### src/rtl/regfile_arbiter.sv
// regfile_arbiter: round-robin sharing of a single-port register file between two requesters,
// issuing registered one-cycle read/write strobes with index/data set up and held around them.
module regfile_arbiter #(
    parameter int DATA_W = 16,
    parameter int ADDR_W = 2
) (
    input  logic              clk,
    input  logic              reset,
    input  logic              req0_valid,
    input  logic              req0_write,
    input  logic [ADDR_W-1:0] req0_index,
    input  logic [DATA_W-1:0] req0_wdata,
    output logic              req0_ready,
    output logic              req0_rvalid,
    output logic [DATA_W-1:0] req0_rdata,
    input  logic              req1_valid,
    input  logic              req1_write,
    input  logic [ADDR_W-1:0] req1_index,
    input  logic [DATA_W-1:0] req1_wdata,
    output logic              req1_ready,
    output logic              req1_rvalid,
    output logic [DATA_W-1:0] req1_rdata,
    output logic [ADDR_W-1:0] rf_index,
    output logic [DATA_W-1:0] rf_data_in,
    output logic              rf_wEn,
    output logic              rf_rEn,
    input  logic [DATA_W-1:0] rf_data_out,
    output logic              busy
);
    typedef enum logic [1:0] {IDLE, SETUP, STROBE, CAPTURE} state_t;
    state_t state, state_next;
    logic last_grant, owner, is_write, accept;
    // Gating with reset keeps the readys low while reset is held, even with valids up.
    assign req0_ready = reset && state == IDLE && req0_valid && (!req1_valid || last_grant);
    assign req1_ready = reset && state == IDLE && req1_valid && (!req0_valid || !last_grant);
    assign accept = req0_ready || req1_ready;
    assign busy = state != IDLE;
    always_ff @(posedge clk or negedge reset) begin
        if (!reset) state <= IDLE;
        else        state <= state_next;
    end
    always_comb begin
        state_next = state;
        case (state)
            IDLE:    state_next = accept ? SETUP : IDLE;
            SETUP:   state_next = STROBE;
            STROBE:  state_next = is_write ? IDLE : CAPTURE;
            CAPTURE: state_next = IDLE;
            default: state_next = IDLE;
        endcase
    end
    always_ff @(posedge clk or negedge reset) begin
        if (!reset) begin
            last_grant  <= 1'b1;
            owner       <= 1'b0;
            is_write    <= 1'b0;
            rf_index    <= '0;
            rf_data_in  <= '0;
            rf_wEn      <= 1'b0;
            rf_rEn      <= 1'b0;
            req0_rvalid <= 1'b0;
            req1_rvalid <= 1'b0;
            req0_rdata  <= '0;
            req1_rdata  <= '0;
        end else begin
            if (accept) begin
                owner      <= req1_ready;
                last_grant <= req1_ready;
                is_write   <= req1_ready ? req1_write : req0_write;
                rf_index   <= req1_ready ? req1_index : req0_index;
                rf_data_in <= req1_ready ? (req1_write ? req1_wdata : '0)
                                         : (req0_write ? req0_wdata : '0);
            end
            rf_wEn      <= state == SETUP && is_write;
            rf_rEn      <= state == SETUP && !is_write;
            req0_rvalid <= state == CAPTURE && !owner;
            req1_rvalid <= state == CAPTURE && owner;
            if (state == CAPTURE && !owner) req0_rdata <= rf_data_out;
            if (state == CAPTURE && owner)  req1_rdata <= rf_data_out;
        end
    end
endmodule

### config.mk
export PLATFORM = sky130hd
export DESIGN_NAME = regfile_arbiter
export DESIGN_NICKNAME = d
export VERILOG_FILES = /design/src/rtl/regfile_arbiter.sv
export SDC_FILE = /design/constraint.sdc
export NUM_CORES = 1
export LEC_CHECK = 0
export ABC_AREA = 1
export CORE_MARGIN = 2
export CORE_UTILIZATION = 27
export DETAILED_ROUTE_END_ITERATION = 8
export PLACE_DENSITY_LB_ADDON = 0.3
export SYNTH_ARGS = -nofsm -noshare
export SYNTH_HDL_FRONTEND = slang
export SYNTH_SLANG_ARGS = --single-unit
### constraint.sdc
create_clock -name clk -period 1.5 [get_ports clk]
set_clock_uncertainty 0.05 [all_clocks]
set_input_delay 0.225 -clock clk [delete_from_list [all_inputs] [get_ports clk]]
set_output_delay 0.225 -clock clk [all_outputs]
set_load 0.03 [all_outputs]
# Yosys cells after proc, flatten, opt, wreduce, memory -nomap -nowiden
# Index checks and enable logic that the tools add are counted.
# word_totals
reg_bits,59
inputBits,58
output_inout_bits,57
elab_cells,42
# classes
n_eq_ne,3
muxes,8
n_reduce_logical,19
# op_table
op,count
16-bit 2-to-1 mux,3
1-bit logical AND,9
2-bit case mux with 4 select lines,1
1-bit logical NOT,5
2-bit equality test (second input constant),2
2-bit 2-to-1 mux,2
1-bit logical OR,3
2-bit by 1-bit equality test with 1-bit output (second input constant),1
2-bit logical NOT,1
1-bit 2-to-1 mux,2
2-bit nonzero test,1

# Longest topological paths before layout
# depth
ltp_word,7
ltp_mapped,8
ltp_nobuf,8

# Worst setup path before layout
# OpenSTA, ideal clock, no wires.
# synth_path
path_kind,register -> register
startpoint,reg state[0]
endpoint,reg rf_index[0]
setup_ns,0.118
arrival_time_ns,1.293
required_time_ns,1.332
setup_slack_ns,0.039
stages_incl_launch_ff,8
path_buffers,1
period_less_slack_ns,1.461
cell_sequence,dfrtp_1 -> nor2_2 -> nand2_2 -> buf_6 -> nor2_2 -> nand2_1 -> nand3_1 -> nand2_1
# synth_between
elab_chain_cells,5
elab_cells_between_ends,8
classes_between,mux (1); reduce/logical (7)
# synth_rtl
element,line_no,source
"start, declared",31,"state_t state, state_next;"
"start signal, assigned",40,else state <= state_next;
2-bit logical NOT (*),35,assign req1_ready = reset && state == IDLE && req1_valid && (!req0_valid || !last_grant);
1-bit logical AND (*) (3 in series),35,
named net req1_ready,20,"output logic req1_ready,"
2-bit 2-to-1 mux or 1-bit logical OR (tied branches),"70, 36",
"end signal, assigned",70,rf_index <= req1_ready ? req1_index : req0_index;
"end, declared",23,"output logic [ADDR_W-1:0] rf_index,"
# The timed path passes the listed nets; every way through them passes the cells marked *.
# A chain may end at the register's enable or synchronous reset.

# Worst setup path in the final report
# layout_path
startpoint,reg last_grant
endpoint,out req1_ready
# layout_between
elab_chain_cells,3
# layout_rtl
element,line_no,source
"start, declared",32,"logic last_grant, owner, is_write, accept;"
"start signal, assigned",68,last_grant <= req1_ready;
1-bit logical NOT,35,
1-bit logical OR,35,
1-bit logical AND,35,
"end, declared",20,
# No other way between the ends.

==> out/results.tsv <==
metric	value	unit
GR Util met3	0.04453	
CTS sink cnt	59	
Post-Route WL	7783	um
GRT Util Overall	0.1428	
share of post-route cells with drive strength above 1	0.1186	
via count	2635	
f_max	0.6034	GHz
failing checks	negative setup slack	
CP cell instances	nand2_1, nand2_4, nor2_4, buf_12, buf_12	
Pwr Density	1942	nW/um^2
CTS tree	done	
min Tclk post-route	1.657	ns
RSZ-0062 raised after global routing	true	
placed inst area	4189	um^2
core area	10180	um^2
WP buf/inv	2	
Synthesized Nets	412	
I/O pin count	115	
Post-Place Cells	601	
gp weighted congestion	0.7420	
DR pass1 iterations	4	
final-report setup violation count	14	
area delta synth->final	61.16	%
Max-Cap Viols	0	
Inserted Diodes	0	
Final Hold Viols	0	
Tcrit/Tclk final	1.105	
PortBufs	114	
Worst Setup End Kind	primary output	
Worst-path clk slew	0.06	ns
Fill cells	1039	
number of global-route vias before repair	2669	
Crit Path Category	reg2out	
Num CTS Buffers	9	
Post-DP HPWL	5593	um
DRC	0	
Final Non-Filler Cells	625	
clk root buf	clkbuf_8	
first-pass GRT wire length	12520	um
Final Worst Setup Slack	-0.1573	ns
Crit path top cell by count	buf_12	
worst min path class	in2reg	
distinct cell type count after synthesis	17	
Final Cell Area	4507	um^2
Worst-Skew Late Latency	0.32	ns
Post-Syn Instances	354	
drt wl/cell	12.45	um
Initial DRC Count	107	
Die X	105.8	um
Worst EP required	1.22	ns
height of the die	105.8	um
Final Max Slew Viols	0	
routing usage on met1	0.1769	
CP Data Arrival Time	1.38	ns
busiest grt layer	met2	
critical path's largest stage delay	0.54	ns
Yosys reg bits	59	
Pleak	0.002466	uW
Syn Area/Cell	7.900	um^2
antenna violations before repair	0	
# rows	37	
H-tree depth	3	
Seq/Total Area, Yosys	0.5284	
Syn Std Cell Area	2796	um^2
setup TNS	-0.3250	ns
crit path max-delay cell type	dfstp_2	
Vias/cell	4.216	
remaining antenna violation count	0	
Initial Util	0.2746	
M2 GR Usage	0.2336	
yosys warns	0	
Slew HR	0.6545	
CP Max Fanout	5	
clock tree buffer depth	2	
die area	11190	um^2
CP top delay family	flip-flops	
Pwr Total	8752	uW
fin nets	542	
grt total ovfl	0	
worst slew pin tran	0.5183	ns
status	finished with violations	
VDD IR max	0.0006900	V
CP startpoint kind	register	
largest net degree at the start of global routing	42	
path summary, 6_finish.rpt:
check | startpoint | endpoint | slack (ns) | cells past startpoint
worst max-delay path | last_grant | req1_ready | -0.16 | 5
worst min-delay path | reset | last_grant | 0.36 | 5
worst max register to register | last_grant | rf_data_in[13] | -0.02 | 9
worst min register to register | rf_index[0] | rf_index[0] | 0.42 | 2
max in group asynchronous | reset | last_grant | 0.47 | 3
min in group asynchronous | reset | rf_data_in[7] | 0.45 | 3
area by class of cell:
class / instances / area, um^2 / area share
repair buffers: 138 / 1380 / 0.3062
multi-input cells: 229 / 1059 / 0.2349
flip-flops and latches: 59 / 1478 / 0.3279
inverters: 47 / 178.9 / 0.03970
well taps: 136 / 170.2 / 0.03776
clock inverters: 5 / 100.1 / 0.02221
clock buffers: 11 / 141.4 / 0.03137
Yosys cell counts:
library cell / count / area share
nand2_1: 146 / 0.20
dfrtp_1: 58 / 0.52
inv_1: 45 / 0.060
o21ai_0: 34 / 0.061
nand3_1: 21 / 0.038
o21bai_1: 18 / 0.048
buf_2: 7 / 0.013
clkbuf_1: 6 / 0.0081
buf_4: 3 / 0.0081
buf_6: 3 / 0.012
nor2_1: 3 / 0.0040
nor2_2: 3 / 0.0067
inv_2: 2 / 0.0027
nand2_2: 2 / 0.0045
a21oi_4: 1 / 0.0058
dfstp_2: 1 / 0.0094
nor2_4: 1 / 0.0040
power by group:
part	internal, uW	switching, uW
logic	1540	2730
clock network	1140	598
registers	2350	401
total	5030	3730
metrics by stage:
stage	util	worst slack [ns]	hold WS, ns
floorplan	-	0.03917	-0.1206
global placement	0.4113	-0.07623	0.2184
detailed placement	0.4113	-0.1033	0.2182
CTS	0.4344	-0.1806	0.3840
global route	0.4425	-0.2187	0.3894
finish	0.4425	-0.1573	0.3626
layout by cell type, fill, tap and decap left out:
master / count
nor2_4: 3
buf_4: 12
inv_2: 3
nor2_1: 3
clkdlybuf4s50_1: 56
o21bai_1: 18
buf_2: 1
bufinv_16: 3
dlygate4sd2_1: 54
clkbuf_1: 1
o21ai_0: 34
nand2_2: 4
inv_4: 1
clkbuf_8: 10
inv_1: 43
dlygate4sd3_1: 1
buf_12: 8
buf_6: 5
a21oi_4: 1
dfstp_2: 1
nand3_1: 21
clkbuf_16: 1
nor2_2: 1
clkinv_2: 2
nand2_1: 142
nand2_4: 2
dfrtp_1: 58
cells by family (layout without fill, tap and decap cells):
kind of cell           Yosys count  after routing  synth area share
and+or+nand+nor                176            176            0.2528
buffers and inverters           66            201            0.1038
DFF                             59             59            0.5284
AOI/OAI and AO/OA               53             53            0.1150
per-layer routing:
metal | wire (um) | vias up
met1 | 3520 | 1197
li1 | - | 1341
met3 | 499 | 6
met2 | 3688 | 91
met4 | 75 | 0
met5 | 0 | -
worst register-to-register path: cells and delay by family (launching register included):
kind,cells,cell delay [ns]
flops,1,0.54
buf+inv,4,0.42
simple gates,4,0.22
compound gates,1,0.19
state kept, by name (all words and copies together) (netlist names):
name	flops
is_write	1
last_grant	1
req1_rvalid	1
state	2
rf_index	2
owner	1
rf_data_in	16
rf_rEn	1
req0_rdata	16
req0_rvalid	1
rf_wEn	1
req1_rdata	16
repair_timing:
item,4_1_cts,5_1_grt
pin swaps,3,7
gates resized for setup,62,8
hold buffers,1,0
buffers inserted,3,3
endpoints found under the hold margin,37,0
gates cloned,0,1
setup endpoints to repair,56,22
No activity file was read; power rests on OpenSTA's default activity.
